`config.mk`:
```
export PLATFORM = sky130hd
export DESIGN_NAME = wb_write_buffer
export DESIGN_NICKNAME = d
export VERILOG_FILES = /design/src/rtl/wb_pkg.sv /design/src/rtl/wb_ptr_ctrl.sv /design/src/rtl/wb_write_buffer.sv
export SDC_FILE = /design/constraint.sdc
export NUM_CORES = 1
export LEC_CHECK = 0
export BUFFER_PORTS_ARGS = -buffer_cell sky130_fd_sc_hd__buf_4
export CORE_ASPECT_RATIO = 0.8
export CORE_MARGIN = 2
export CORE_UTILIZATION = 25
export CTS_BUF_LIST = sky130_fd_sc_hd__clkbuf_8
export DETAILED_ROUTE_END_ITERATION = 10
export HOLD_SLACK_MARGIN = 0.03
export REMOVE_ABC_BUFFERS = 1
export SLEW_MARGIN = 10
export SYNTH_ARGS = -nofsm -noshare
export SYNTH_HDL_FRONTEND = slang
export SYNTH_SLANG_ARGS = --single-unit
```
`constraint.sdc`:
```
create_clock -name clk -period 12.61 [get_ports clk]
set_input_delay 1.261 -clock clk [delete_from_list [all_inputs] [get_ports clk]]
set_output_delay 1.261 -clock clk [all_outputs]
set_load 0.01 [all_outputs]
```
`src/rtl/wb_pkg.sv`:
```
// Shared types and constants for the register-file write-back buffer.
//   DATA_W    : write-back value width
//   ADDR_W    : register index width
//   NUM_REGS  : number of architectural registers (width of the pending mask)
//   wb_entry_t: one buffered result {dest, value}
//   reg_mask_t: one bit per architectural register
package wb_pkg;

  localparam int DATA_W   = 32;
  localparam int ADDR_W   = 4;
  localparam int NUM_REGS = 16;

  typedef struct packed {
    logic [ADDR_W-1:0] dest;
    logic [DATA_W-1:0] value;
  } wb_entry_t;

  typedef logic [NUM_REGS-1:0] reg_mask_t;

endpackage

```
`src/rtl/wb_ptr_ctrl.sv`:
```
// Pointer and occupancy control for the write-back FIFO.
// Qualifies pushes (valid, writing, not full) and pops (non-empty, not held),
// and keeps head/tail pointers and the occupancy count.
// Ports:
//   clk, rst             : clock, asynchronous active-high reset
//   in_valid, in_wb_en   : offer from MEM/WB and whether it writes a register
//   wb_hold              : suppresses the pop this cycle
//   in_ready             : !full
//   push, pop            : qualified FIFO operations for this cycle
//   empty                : count == 0
//   head, tail           : read / write pointers (wrap modulo DEPTH)
//   count                : occupancy 0..DEPTH
module wb_ptr_ctrl
  import wb_pkg::*;
#(
  parameter int DEPTH = 4
) (
  input  logic                     clk,
  input  logic                     rst,
  input  logic                     in_valid,
  input  logic                     in_wb_en,
  input  logic                     wb_hold,
  output logic                     in_ready,
  output logic                     push,
  output logic                     pop,
  output logic                     empty,
  output logic [$clog2(DEPTH)-1:0] head,
  output logic [$clog2(DEPTH)-1:0] tail,
  output logic [$clog2(DEPTH):0]   count
);

  localparam int PTR_W = $clog2(DEPTH);
  localparam int CNT_W = PTR_W + 1;

  logic full;

  assign full     = (count == CNT_W'(DEPTH));
  assign empty    = (count == '0);
  assign in_ready = !full;
  // A full buffer refuses the offer even if the head drains this same cycle.
  assign push     = in_valid & in_ready & in_wb_en;
  assign pop      = !empty & !wb_hold;

  always_ff @(posedge clk or posedge rst) begin
    if (rst) begin
      head  <= '0;
      tail  <= '0;
      count <= '0;
    end else begin
      if (push) tail <= tail + PTR_W'(1);
      if (pop)  head <= head + PTR_W'(1);
      if (push && !pop)      count <= count + CNT_W'(1);
      else if (pop && !push) count <= count - CNT_W'(1);
    end
  end

endmodule

```
`src/rtl/wb_write_buffer.sv`:
```
// Write-back buffer: queues completed MEM/WB results in an in-order FIFO and
// drives one register-file write per cycle from the head entry. Also publishes
// a mask of registers that still have a buffered write in flight.
// Optional feature macro: WB_BUF_FWD_EN adds a forwarding lookup
// (fwd_src -> fwd_hit/fwd_value, youngest matching entry wins).
// Ports:
//   clk, rst                     : clock, asynchronous active-high reset
//   in_valid/in_ready            : offer handshake from MEM/WB
//   in_wb_en, in_dest, in_value  : result (in_wb_en=0 is a bubble, discarded)
//   wb_hold                      : suppress the register-file write this cycle
//   wb_en, wb_dest, wb_value     : register-file write port (sampled on negedge)
//   pending_mask                 : bit r set while any entry targets register r
//   fwd_src, fwd_hit, fwd_value  : forwarding lookup (WB_BUF_FWD_EN only)
//   count                        : occupancy
module wb_write_buffer
  import wb_pkg::*;
#(
  parameter int DEPTH = 4
) (
  input  logic                   clk,
  input  logic                   rst,
  input  logic                   in_valid,
  output logic                   in_ready,
  input  logic                   in_wb_en,
  input  logic [ADDR_W-1:0]      in_dest,
  input  logic [DATA_W-1:0]      in_value,
  input  logic                   wb_hold,
  output logic                   wb_en,
  output logic [ADDR_W-1:0]      wb_dest,
  output logic [DATA_W-1:0]      wb_value,
  output reg_mask_t              pending_mask,
`ifdef WB_BUF_FWD_EN
  input  logic [ADDR_W-1:0]      fwd_src,
  output logic                   fwd_hit,
  output logic [DATA_W-1:0]      fwd_value,
`endif
  output logic [$clog2(DEPTH):0] count
);

  localparam int PTR_W = $clog2(DEPTH);
  localparam int CNT_W = PTR_W + 1;

  logic [PTR_W-1:0] head;
  logic [PTR_W-1:0] tail;
  logic [PTR_W-1:0] rd_idx;
  logic             push;
  logic             pop;
  logic             empty;
  wb_entry_t        mem [DEPTH];

  wb_ptr_ctrl #(.DEPTH(DEPTH)) u_ptr (
    .clk      (clk),
    .rst      (rst),
    .in_valid (in_valid),
    .in_wb_en (in_wb_en),
    .wb_hold  (wb_hold),
    .in_ready (in_ready),
    .push     (push),
    .pop      (pop),
    .empty    (empty),
    .head     (head),
    .tail     (tail),
    .count    (count)
  );

  // Storage is cleared on reset so the write port reads 0 right after reset.
  always_ff @(posedge clk or posedge rst) begin
    if (rst) begin
      for (int i = 0; i < DEPTH; i++) mem[i] <= '0;
    end else if (push) begin
      mem[tail] <= '{dest: in_dest, value: in_value};
    end
  end

  // When empty, point at the slot just drained so dest/value hold the last
  // write. A push while empty lands at head, never at head-1, so this slot
  // stays stable until the FIFO is non-empty again.
  assign rd_idx   = empty ? head - PTR_W'(1) : head;
  assign wb_en    = pop;
  assign wb_dest  = mem[rd_idx].dest;
  assign wb_value = mem[rd_idx].value;

  // Walk live entries from head; offset k is live while k < count.
  always_comb begin
    pending_mask = '0;
    for (int k = 0; k < DEPTH; k++) begin
      if (CNT_W'(k) < count) pending_mask[mem[head + PTR_W'(k)].dest] = 1'b1;
    end
  end

`ifdef WB_BUF_FWD_EN
  // Oldest-to-youngest scan: a later match overwrites an earlier one.
  always_comb begin
    fwd_hit   = 1'b0;
    fwd_value = '0;
    for (int k = 0; k < DEPTH; k++) begin
      if (CNT_W'(k) < count && mem[head + PTR_W'(k)].dest == fwd_src) begin
        fwd_hit   = 1'b1;
        fwd_value = mem[head + PTR_W'(k)].value;
      end
    end
  end
`endif

endmodule

```
==> impl_metrics.yaml <==
critical_path:
  path_max_fanout: 36
  cp.required_ns: 11.35
  r2r_start: "u_ptr.count[1]"
  critPathKind: "register to output pin"
  r2r_setup_slack_ns: 10.21
  r2r_cells: 7
  worstPathArrival_ns: 3.13
  endpoint_kind: "output pin"
  r2r-end: "mem[119]"
  start_kind: "register"
clock_tree:
  numCtsBuffers: 17
  cts_hold_buf: 0
  clkLatencyLatePin_ns: 0.44
  ctsHtreeMaxLevel: 4
  clockBufferDepth: 2
  cts_root_buf: "clkbuf_8"
  cts_resized: 0
  path_clk_slew_ns: 0.09
  clock-sinks: 151
  post_cts_buffers: 0
  cts_tree: "done"
synth:
  yosysWarnings: 0
  synth_cell_type_count: 48
  ys_ff_latch: 151
  avgSynthCellArea_um2: 14.3
  ys_async_sr_fraction_pct: 100
  yosysSeqAreaShare_pct: 45.9
  synth-edff-count: 0
  syn_inst: 577
  ys.flop_type: "dfrtp_1"
  syn_area_um2: 8220
power_and_ir_drop:
  p_total_mw: 3.15
  ir_drop_uv: 162
  p_leak_nw: 4.04
  powerDensity_nw_per_um2: 326
placed_design:
  gp_congestion: 0.933
  hpwl_um: 12600
  numPortBuffers: 97
  place_area_um2: 9270
sta:
  slew_headroom_pct: 36.2
  fmax_mhz: 228
  finalCriticalPeriod_ns: 4.39
  rsz0062_at_grt: "no"
  hold_ws_ns: 0.505
  finalSetupViolations: 0
  finClkSkew_ns: 0.0131
  setup_tns_ns: 0
  min_period_over_period_pct: 34.8
  drv_slew: 0
  max_slew.worst_pin.slew_ns: 0.956
  hold_viol_final: 0
floorplanning:
  core-area_um2: 32500
  start_util_pct: 25.3
  num_rows: 59
  io_pins: 98
  die_w_um: 207
  die_h_um: 166
  die_area_um2: 34400
drt:
  firstDrtPassIters: 5
  routed_wl_um: 19900
  dr.first_iter.drc_count: 329
  wire_per_inst_um: 18.0
  ant_nets: 0
  viasPerCell: 4.72
  drcViolationCount: 0
  vias: 5223
worst_hold_path:
  min_path_cells: 1
  hold_path_end: "mem[82]"
  min-delay-start: "mem[82]"
  hp-class: "register to register"
cells_and_area:
  finalCoreUtilization_pct: 29.8
  fin_area_um2: 9670
  drive_gt1_share_pct: 53.4
  antennaDiodeCount: 0
  area_growth_pct: 17.6
  nets: 716
global_routing:
  antenna_found_initial: 0
  grt_util_all_layers_pct: 12.0
  grt_pass1_vias: 5320
  grt_pass1_wl_um: 31600
  grt_max_degree: 77
  grt_overflow: 0
run:
  maxCapViolations: 0
outcome:
  status: "finished, final reports clean"
-- flip-flops by register name, indices dropped and copies added, names as in the netlist --
register and flops:
mem 144, u_ptr.count 3, u_ptr.head 2, u_ptr.tail 2
-- metrics by stage --
step | setup WS, ns | cells
final | 8.22 | 1107
after global routing | 8.02 | 1107
after CTS | 8.16 | 1107
after detailed placement | 8.67 | 1075
after global placement | 8.71 | 1075
after floorplan | 7.28 | 542
-- Yosys cell counts, types with 5 or more instances --
library cell	instances	area [um^2]
nor2b_1	15	93.8
o21ai_0	21	105
dfrtp_1	151	3780
mux4_2	49	1100
ha_1	8	100
nand2_2	5	31.3
nand4_1	12	75.1
nand2_1	7	26.3
inv_1	6	22.5
nand3_1	38	190
mux2i_1	10	100
nor3_1	6	30.0
clkbuf_1	6	22.5
and2_1	8	50.1
buf_4	16	120
mux2_2	151	1700
nor2_1	9	33.8
-- critical path, stage by stage (launching register included) --
cell,delay (ns)
dfrtp_1,0.48
inv_1,0.11
ha_1,0.17
nor2b_4,0.22
nor2b_4,0.22
xnor2_4,0.12
buf_4,0.56
mux4_2,0.60
buf_4,0.16
-- cells by family (layout without fill, tap and decap cells) --
| logic type | Yosys count | count (layout) | synth area share, % |
|---|---|---|---|
| XOR/XNOR | 8 | 8 | 1.31 |
| flip-flops | 151 | 151 | 45.9 |
| adder cells (fa/ha/maj) | 8 | 8 | 1.22 |
| buffers and inverters | 41 | 144 | 3.74 |
| multiplexers | 215 | 215 | 36.3 |
| AO/OA/AOI/OAI | 36 | 36 | 2.85 |
| AND/OR/NAND/NOR | 118 | 118 | 8.61 |
-- cells in the final DEF, fill, tap and decap left out, drive strengths merged, types with 2 or more instances in the layout --
master	synthesis	layout
bufinv	0	2
xnor2	5	5
nor4	4	4
nor2	10	10
nand4	12	12
nand2	12	12
clkbuf	6	18
nor3	8	8
dfrtp	151	151
nor2b	19	19
mux2	153	153
mux2i	12	12
o22ai	3	3
o2111ai	4	4
ha	8	8
clkinvlp	0	3
nand2b	2	2
o21ai	24	24
buf	29	106
inv	6	13
clkinv	0	2
xor2	3	3
mux4	50	50
and2	9	9
a22o	2	2
nand3	38	38
-- power by group --
group,internal [mW],switching [mW]
sequential,0.726,0.176
clock,0.184,0.198
combinational,0.993,0.878
total,1.90,1.25
-- cell type report --
class                      count  area, um^2
tap                          427         534
fill                        3317       22800
multi-input combinational    385        4140
clock inverter                14         150
timing repair buffer         106         796
clock buffer                  18         248
sequential                   151        3780
inverter                       6        27.5
-- metal layers --
layer | track usage, % | vias up | share of wire, %
li1 | - | 2360 | -
met3 | 3.36 | 17 | 5.5
met1 | 16.9 | 2723 | 47
met4 | 2.65 | 0 | 1.0
met2 | 18.2 | 123 | 46
met5 | 0 | - | 0
-- worst max-delay path by stage --
stage / endpoint / depth (start not counted) / start / slack, ns
4_1_cts: wb_value[4] / 8 / u_ptr.count[1] / 8.16
3_3_place_gp: wb_value[3] / 8 / u_ptr.count[1] / 8.71
3_5_place_dp: wb_value[4] / 8 / u_ptr.count[1] / 8.67
5_1_grt: wb_value[1] / 8 / u_ptr.count[1] / 8.02
6_report: wb_value[4] / 8 / u_ptr.count[1] / 8.22
2_1_floorplan: mem[0] / 1 / rst / 7.28
Power figures use the tool's default switching activity.
